===== src/rtl/char_rotator_if.sv =====
// Purpose: bundles the pattern/control inputs and the character outputs of char_rotator.
// Latency: none, this interface is wiring only.
// Backpressure: none; every signal is a level, and Tick is a one-cycle pulse.
// Ports: C/Load/Run/Step/Dir are driven toward the rotator.
//        M2/M1/M0/Pos/Tick are driven back from it.
interface char_rotator_if;
  logic [5:0] C;
  logic       Load;
  logic       Run;
  logic       Step;
  logic       Dir;
  logic [1:0] M2;
  logic [1:0] M1;
  logic [1:0] M0;
  logic [1:0] Pos;
  logic       Tick;

  modport master (
    output C, Load, Run, Step, Dir,
    input  M2, M1, M0, Pos, Tick
  );

  modport slave (
    input  C, Load, Run, Step, Dir,
    output M2, M1, M0, Pos, Tick
  );
endinterface


===== src/rtl/char_rotator.sv =====
// Purpose: rotates a 3-character pattern across HEX2/HEX1/HEX0, either on a prescaled timebase or one position per Step press.
// Latency: M/Pos follow the advancing edge with no extra pipeline; Load reaches M at the next edge.
// Backpressure: none; Step edges seen while Run=1 or during Load are dropped rather than queued.
// Ports: CLOCK_50 clock; Reset sync active-high; bus.C/Load/Run/Step/Dir control inputs;
//        bus.M2/M1/M0 character codes, bus.Pos rotation index 0..2, bus.Tick advance pulse.
module char_rotator #(
  parameter int TICKS = 50_000_000
) (
  input  logic          CLOCK_50,
  input  logic          Reset,
  char_rotator_if.slave bus
);

  localparam int CW = (TICKS > 1) ? $clog2(TICKS) : 1;
  localparam logic [CW-1:0] CNT_LAST = CW'(TICKS - 1);

  logic [5:0]    pat;
  logic [1:0]    pos;
  logic [CW-1:0] cnt;
  logic          step_q;
  logic          tick;

  logic          step_edge;
  logic          cnt_wrap;
  logic          advance;
  logic [1:0]    pos_next;

  assign step_edge = bus.Step & ~step_q;
  assign cnt_wrap  = (cnt == CNT_LAST);

  // Load outranks both advance sources; Run selects which source is live.
  always_comb begin
    advance = 1'b0;
    if (!bus.Load) begin
      advance = bus.Run ? cnt_wrap : step_edge;
    end
  end

  // Modulo-3 step in either direction; Pos never reaches 3.
  always_comb begin
    pos_next = pos;
    if (bus.Dir) begin
      pos_next = (pos == 2'd0) ? 2'd2 : pos - 2'd1;
    end else begin
      pos_next = (pos == 2'd2) ? 2'd0 : pos + 2'd1;
    end
  end

  always_ff @(posedge CLOCK_50) begin
    if (Reset) begin
      pat    <= 6'b00_01_10;
      pos    <= 2'd0;
      cnt    <= '0;
      step_q <= 1'b0;
      tick   <= 1'b0;
    end else begin
      step_q <= bus.Step;
      tick   <= advance;
      if (bus.Load) begin
        pat <= bus.C;
        pos <= 2'd0;
        cnt <= '0;
      end else begin
        if (advance) begin
          pos <= pos_next;
        end
        // Prescaler only counts while Run is high, so dropping Run restarts the interval.
        if (bus.Run && !cnt_wrap) begin
          cnt <= cnt + CW'(1);
        end else begin
          cnt <= '0;
        end
      end
    end
  end

  // Output mapping depends only on registered state.
  always_comb begin
    bus.M2 = pat[5:4];
    bus.M1 = pat[3:2];
    bus.M0 = pat[1:0];
    case (pos)
      2'd1: begin
        bus.M2 = pat[3:2];
        bus.M1 = pat[1:0];
        bus.M0 = pat[5:4];
      end
      2'd2: begin
        bus.M2 = pat[1:0];
        bus.M1 = pat[5:4];
        bus.M0 = pat[3:2];
      end
      default: begin
        bus.M2 = pat[5:4];
        bus.M1 = pat[3:2];
        bus.M0 = pat[1:0];
      end
    endcase
  end

  assign bus.Pos  = pos;
  assign bus.Tick = tick;

endmodule


===== src/flat_wrapper.sv =====
// flat-port wrapper written by rule: the top's interface ports become plain ports
module char_rotator_flat 
#(
  parameter int TICKS = 50_000_000
)
  (CLOCK_50, Reset, bus_C, bus_Load, bus_Run, bus_Step, bus_Dir, bus_M2, bus_M1, bus_M0, bus_Pos, bus_Tick);
  char_rotator_if bus_i ();
  input  logic CLOCK_50;
  input  logic Reset;
  input wire logic [$bits(bus_i.C)-1:0] bus_C;
  input wire logic [$bits(bus_i.Load)-1:0] bus_Load;
  input wire logic [$bits(bus_i.Run)-1:0] bus_Run;
  input wire logic [$bits(bus_i.Step)-1:0] bus_Step;
  input wire logic [$bits(bus_i.Dir)-1:0] bus_Dir;
  output wire logic [$bits(bus_i.M2)-1:0] bus_M2;
  output wire logic [$bits(bus_i.M1)-1:0] bus_M1;
  output wire logic [$bits(bus_i.M0)-1:0] bus_M0;
  output wire logic [$bits(bus_i.Pos)-1:0] bus_Pos;
  output wire logic [$bits(bus_i.Tick)-1:0] bus_Tick;
  assign bus_i.C = bus_C;
  assign bus_i.Load = bus_Load;
  assign bus_i.Run = bus_Run;
  assign bus_i.Step = bus_Step;
  assign bus_i.Dir = bus_Dir;
  assign bus_M2 = bus_i.M2;
  assign bus_M1 = bus_i.M1;
  assign bus_M0 = bus_i.M0;
  assign bus_Pos = bus_i.Pos;
  assign bus_Tick = bus_i.Tick;
  char_rotator #(.TICKS(TICKS)) u_core (.CLOCK_50(CLOCK_50), .Reset(Reset), .bus(bus_i));
endmodule

===== config.mk =====
export PLATFORM = sky130hd
export DESIGN_NAME = char_rotator_flat
export DESIGN_NICKNAME = d
export VERILOG_FILES = /design/src/rtl/char_rotator_if.sv /design/src/rtl/char_rotator.sv /design/src/flat_wrapper.sv
export SDC_FILE = /design/constraint.sdc
export NUM_CORES = 1
export LEC_CHECK = 0
export CAP_MARGIN = 20
export CORE_AREA = 2 2 67 69
export CTS_BUF_LIST = sky130_fd_sc_hd__clkbuf_16
export DETAILED_ROUTE_END_ITERATION = 6
export DIE_AREA = 0 0 69 71
export PLACE_DENSITY = 0.7
export SYNTH_ARGS = -nofsm -noshare
export SYNTH_HDL_FRONTEND = slang
export SYNTH_SLANG_ARGS = --single-unit

===== constraint.sdc =====
create_clock -name CLOCK_50 -period 4.7 [get_ports CLOCK_50]
set_input_delay 0.94 -clock CLOCK_50 [delete_from_list [all_inputs] [get_ports CLOCK_50]]
set_output_delay 0.94 -clock CLOCK_50 [all_outputs]
set_load 0.02 [all_outputs]

# Word level (Yosys, flattened, before mapping)
# Index checks and enable logic that the tools add are counted.
# classes
n_mux,8
bitwise,3
n_reduce_logical,5
eq_ne,3
n_lt_le_gt_ge,0
add_sub_neg,3
n_mul,0
shift,0
div,0
# ops
cell,count
$add 26x1->26 const B,1
$eq 26x26->1 const B,1
$pmux 2 s2,3
$mux 2,3
$reduce_or 3->1,1
$add 2x1->2 const B,1
$eq 2x1->1 const B,1
$eq 2x2->1 const B,1
$logic_not 2->1,1
$mux 1,2
$not 1->1,2
$reduce_or 2->1,1
$sub 2x1->2 const B,1
$and 1x1->1,1
$logic_and 1x1->1,1
$logic_not 1->1,1
# word_totals
inputBits,12
memories,0
word_cells,27
latch_bits,0
mem_bits_ro,0
ff_bits,36
out_inout_bits,9
ramBits,0

# Depth between registers and ports, before layout
# depth
word_depth,5
mapped_depth,6
ltp_nobuf,6

# Worst setup path before layout
# No wires, ideal clock.
# synth_path
kind,register to output
from,register u_core.pos[0] (netlist: u_core.bus.Pos[0])
to,output port bus_M0[0]
setup_slack_ns,2.112
n_path_buf,1
stages_incl_launch_ff,6
arrival_time_ns,1.648
path_cell_list,dfxtp_1 > inv_1 > ha_1 > buf_1 > nor2_1 > a21oi_1
# synth_via
elab_chain_len,2
elab_cells_between_ends,3
classes_between,eq/ne (2); mux (1)
# synth_lines
item,line,source
from (decl),char_rotator.sv:18,logic [1:0] pos;
from (signal assigned),char_rotator.sv:65,pos <= pos_next;
$eq 2x2->1 / $eq 2x1->1 (equally long branches),char_rotator.sv:82,case (pos)
$pmux 2 s2 (*),char_rotator.sv:82,
to (decl),flat_wrapper.sv:17,output wire logic [$bits(bus_i.M0)-1:0] bus_M0;
# Every way passes the cells marked *; elsewhere a longest branch is shown, timed or not.

# Worst setup path in the final report
# layout_path
from,register u_core.pos[1] (netlist: u_core.bus.Pos[1])
to,output port bus_M1[1]
# layout_via
elab_chain_len,2
elab_cells_between_ends,3
classes_between,eq/ne (2); mux (1)
# layout_lines
item,line,source
$eq 2x2->1 / $eq 2x1->1 (equally long branches),char_rotator.sv:82,
$pmux 2 s2 (*),char_rotator.sv:82,
to (decl),flat_wrapper.sv:16,output wire logic [$bits(bus_i.M1)-1:0] bus_M1;
# Marked as above.

==> impl_metrics.toml <==
[run_status]
status = "finished, final reports clean"

[finish]
diodes = 0
nNetsFinal = 234
design_area_um2 = 2160
drive_gt1_frac = 0.0833
nFillCells = 402
areaGrowthSynthToFinish_pct = 19.0

[timing]
rsz0062_at_grt = "no"
finalSetupViolCount = 0
hold_viol_final = 0
fin_skew_ps = 2.52
finalSetupTns_ps = 0
tightest_slew_ps = 1030
period_needed_ps = 3070
timing.final.crit_share = 0.653
fmax_mhz = 326
slew_viol_final = 0
max_slew_margin = 0.314

[cts]
ctsResizeCount = 0
cts_hold_buf = 0
cts_setup_buffers = 0
htreeDepth = 2
insertion_delay_ps = 270
clk_pin_slew_ps = 50
cts_buffers = 5
tritoncts = "done"
clockBufferDepth = 2
clkSinkCount = 36
root_buffer = "clkbuf_16"

[synthesis]
synth.distinct_cells = 39
yosysWarnings = 0
syn_area_um2 = 1820
synth.largest_area_cell = "dfxtp_1"
syn_nets = 214
synth.area.top_cells = "dfxtp_1 40%, nor2_1 7.6%, xnor2_1 4.8%, xor2_1 4.8%, ha_1 4.1%"
async_reset_ff_frac = 0
yosysMostFrequentCell = "nor2_1"
synth_top_area_frac = 0.397
synth_edf_count = 0
ys.flop_type = "dfxtp_1"
synthCells = 196
synthTopCellsByCount = "37 x nor2_1, 36 x dfxtp_1, 11 x nand4_1"
syn_area_per_cell_um2 = 9.26
synth-seq-cells = 36
yosysSeqAreaShare = 0.397

[min_path]
min_path_type = "reg -> reg"

[floorplanning]
die-area_um2 = 4900
ios = 21
die_h_um = 71
std_cell_rows = 24
fp.coreArea_um2 = 4200
initial_core_util = 0.432
die_x_um = 69

[critical_path]
slowest_stage = "clkdlybuf4s50_1"
cp_max_fo = 13
critPathCaptureType = "primary output"
path_cells = "inv_1 > ha_1 > nor2_1 > a21oi_1 > clkdlybuf4s50_1"
crit_buf_inv = 2
cp.arrival_ps = 2130
critPathKind = "reg -> out"
crit_path_max_incr_delay_ps = 620
required_ps = 3760
startpoint_type = "flop"
critical_path.top_delay_family = "buffers and inverters"

[power]
p_per_area_nw_per_um2 = 308
vdd_ir_drop_max_v = 0.000186
total_leakage_power_nw = 0.757

[drt]
first_pass_iters = 4
wl_per_cell_um = 12.6
via_per_inst = 5.25
routed_wl_um = 3380
ant_nets = 0
vias = 1407
drcViolationCount = 0
drt_iter0_drc = 43

[global_route]
grt_start_max_net_pins = 27
grt_pass1_vias = 1358
grt_pass1_wl_um = 6060
grt_usage = 0.151
grt_overflow_total = 0
grt_antenna_before_repair = 0

[placement]
place_area_um2 = 2030
port_buffers = 20
hpwl_um = 2410
routabilityCongestion = 0.777

[run]
drv_cap = 0
==> routing by layer <==
metal / track usage / share of wire
met3: 0.0499 / 0.053
met5: 0 / 0
met4: 0.0588 / 0.012
met1: 0.194 / 0.50
met2: 0.237 / 0.43
==> where the power goes <==
part / internal, W / switching [W] / leakage [nW] / total, W
clock network: 0.000190 / 0.000111 / 0.0709 / 0.000300
logic: 0.0000258 / 0.0000243 / 0.395 / 0.0000501
registers: 0.000310 / 0.00000431 / 0.292 / 0.000315
total: 0.000526 / 0.000139 / 0.757 / 0.000665
==> cell usage in the layout (no fill, tap or decap), types with 3 or more instances in the layout <==
cell             Yosys  routed
mux2i_1              6       6
a21oi_1              9       9
clkbuf_16            0       5
nand3_1              6       6
inv_1                5       6
and3_1               4       4
dfxtp_1             36      36
a22oi_1              6       6
xnor2_1             10      10
nor4_1               3       3
o21ai_0              3       3
nor2b_1              3       3
ha_1                 6       6
nand4_1             11      11
xor2_1              10      10
nor3_1               5       5
or3_1                3       3
nor2_1              37      37
clkdlybuf4s50_1      0      20
nand2_1              6       6
==> per-stage QoR <==
step,hold slack [ps],worst slack [ps],cells,util,power (W)
6_report,472,1630,268,0.514,0.000665
5_1_grt,493,1490,268,0.514,0.000695
4_1_cts,477,1610,268,0.514,0.000674
3_5_place_dp,465,1890,261,0.482,0.000371
3_3_place_gp,452,1900,261,0.482,0.000371
2_1_floorplan,438,2110,196,-,0.000349
==> final timing paths <==
path / depth (start not counted) / slack [ps] / to / startpoint
hold / removal: 1 / 470 / u_core.cnt[0]$_SDFF_PP0_ / u_core.cnt[0]$_SDFF_PP0_
setup / recovery: 5 / 1630 / bus_M1[1] / u_core.bus.Pos[1]$_SDFFE_PP0P_
hold reg to reg: 1 / 470 / u_core.cnt[0]$_SDFF_PP0_ / u_core.cnt[0]$_SDFF_PP0_
setup reg to reg: 4 / 2500 / u_core.cnt[16]$_SDFF_PP0_ / u_core.cnt[17]$_SDFF_PP0_
==> layout make-up <==
class                           count  area [um2]  share of cell area
Clock buffer                        5         125              0.0579
Multi-Input combinational cell    148        1020               0.473
Clock inverter                      2        8.76             0.00405
Timing Repair Buffer               20         200              0.0926
Tap cell                           52        65.1              0.0301
Sequential cell                    36         721               0.334
Inverter                            5        18.8             0.00869
==> cell families (layout without fill, tap and decap cells) <==
family          Yosys count  count (layout)  synth area share
fa+ha+maj                 6               6            0.0413
compound gates           24              24             0.106
xor+xnor                 20              20            0.0965
mux                       6               6            0.0331
flops                    36              36             0.397
simple gates             92              92             0.286
buf+inv                  12              32            0.0400
==> state kept, by name (all words and copies together) (netlist names) <==
signal and count:
u_core.pat 6, u_core.cnt 26, u_core.step_q 1, u_core.bus.Tick 1, u_core.bus.Pos 2
==> worst register-to-register path, cell delays in order (launching register included) <==
cell and delay, ps:
dfxtp_1 410, nor4b_2 290, nand4b_2 230, o311ai_4 940, nor3_1 170
Power figures use the tool's default switching activity.
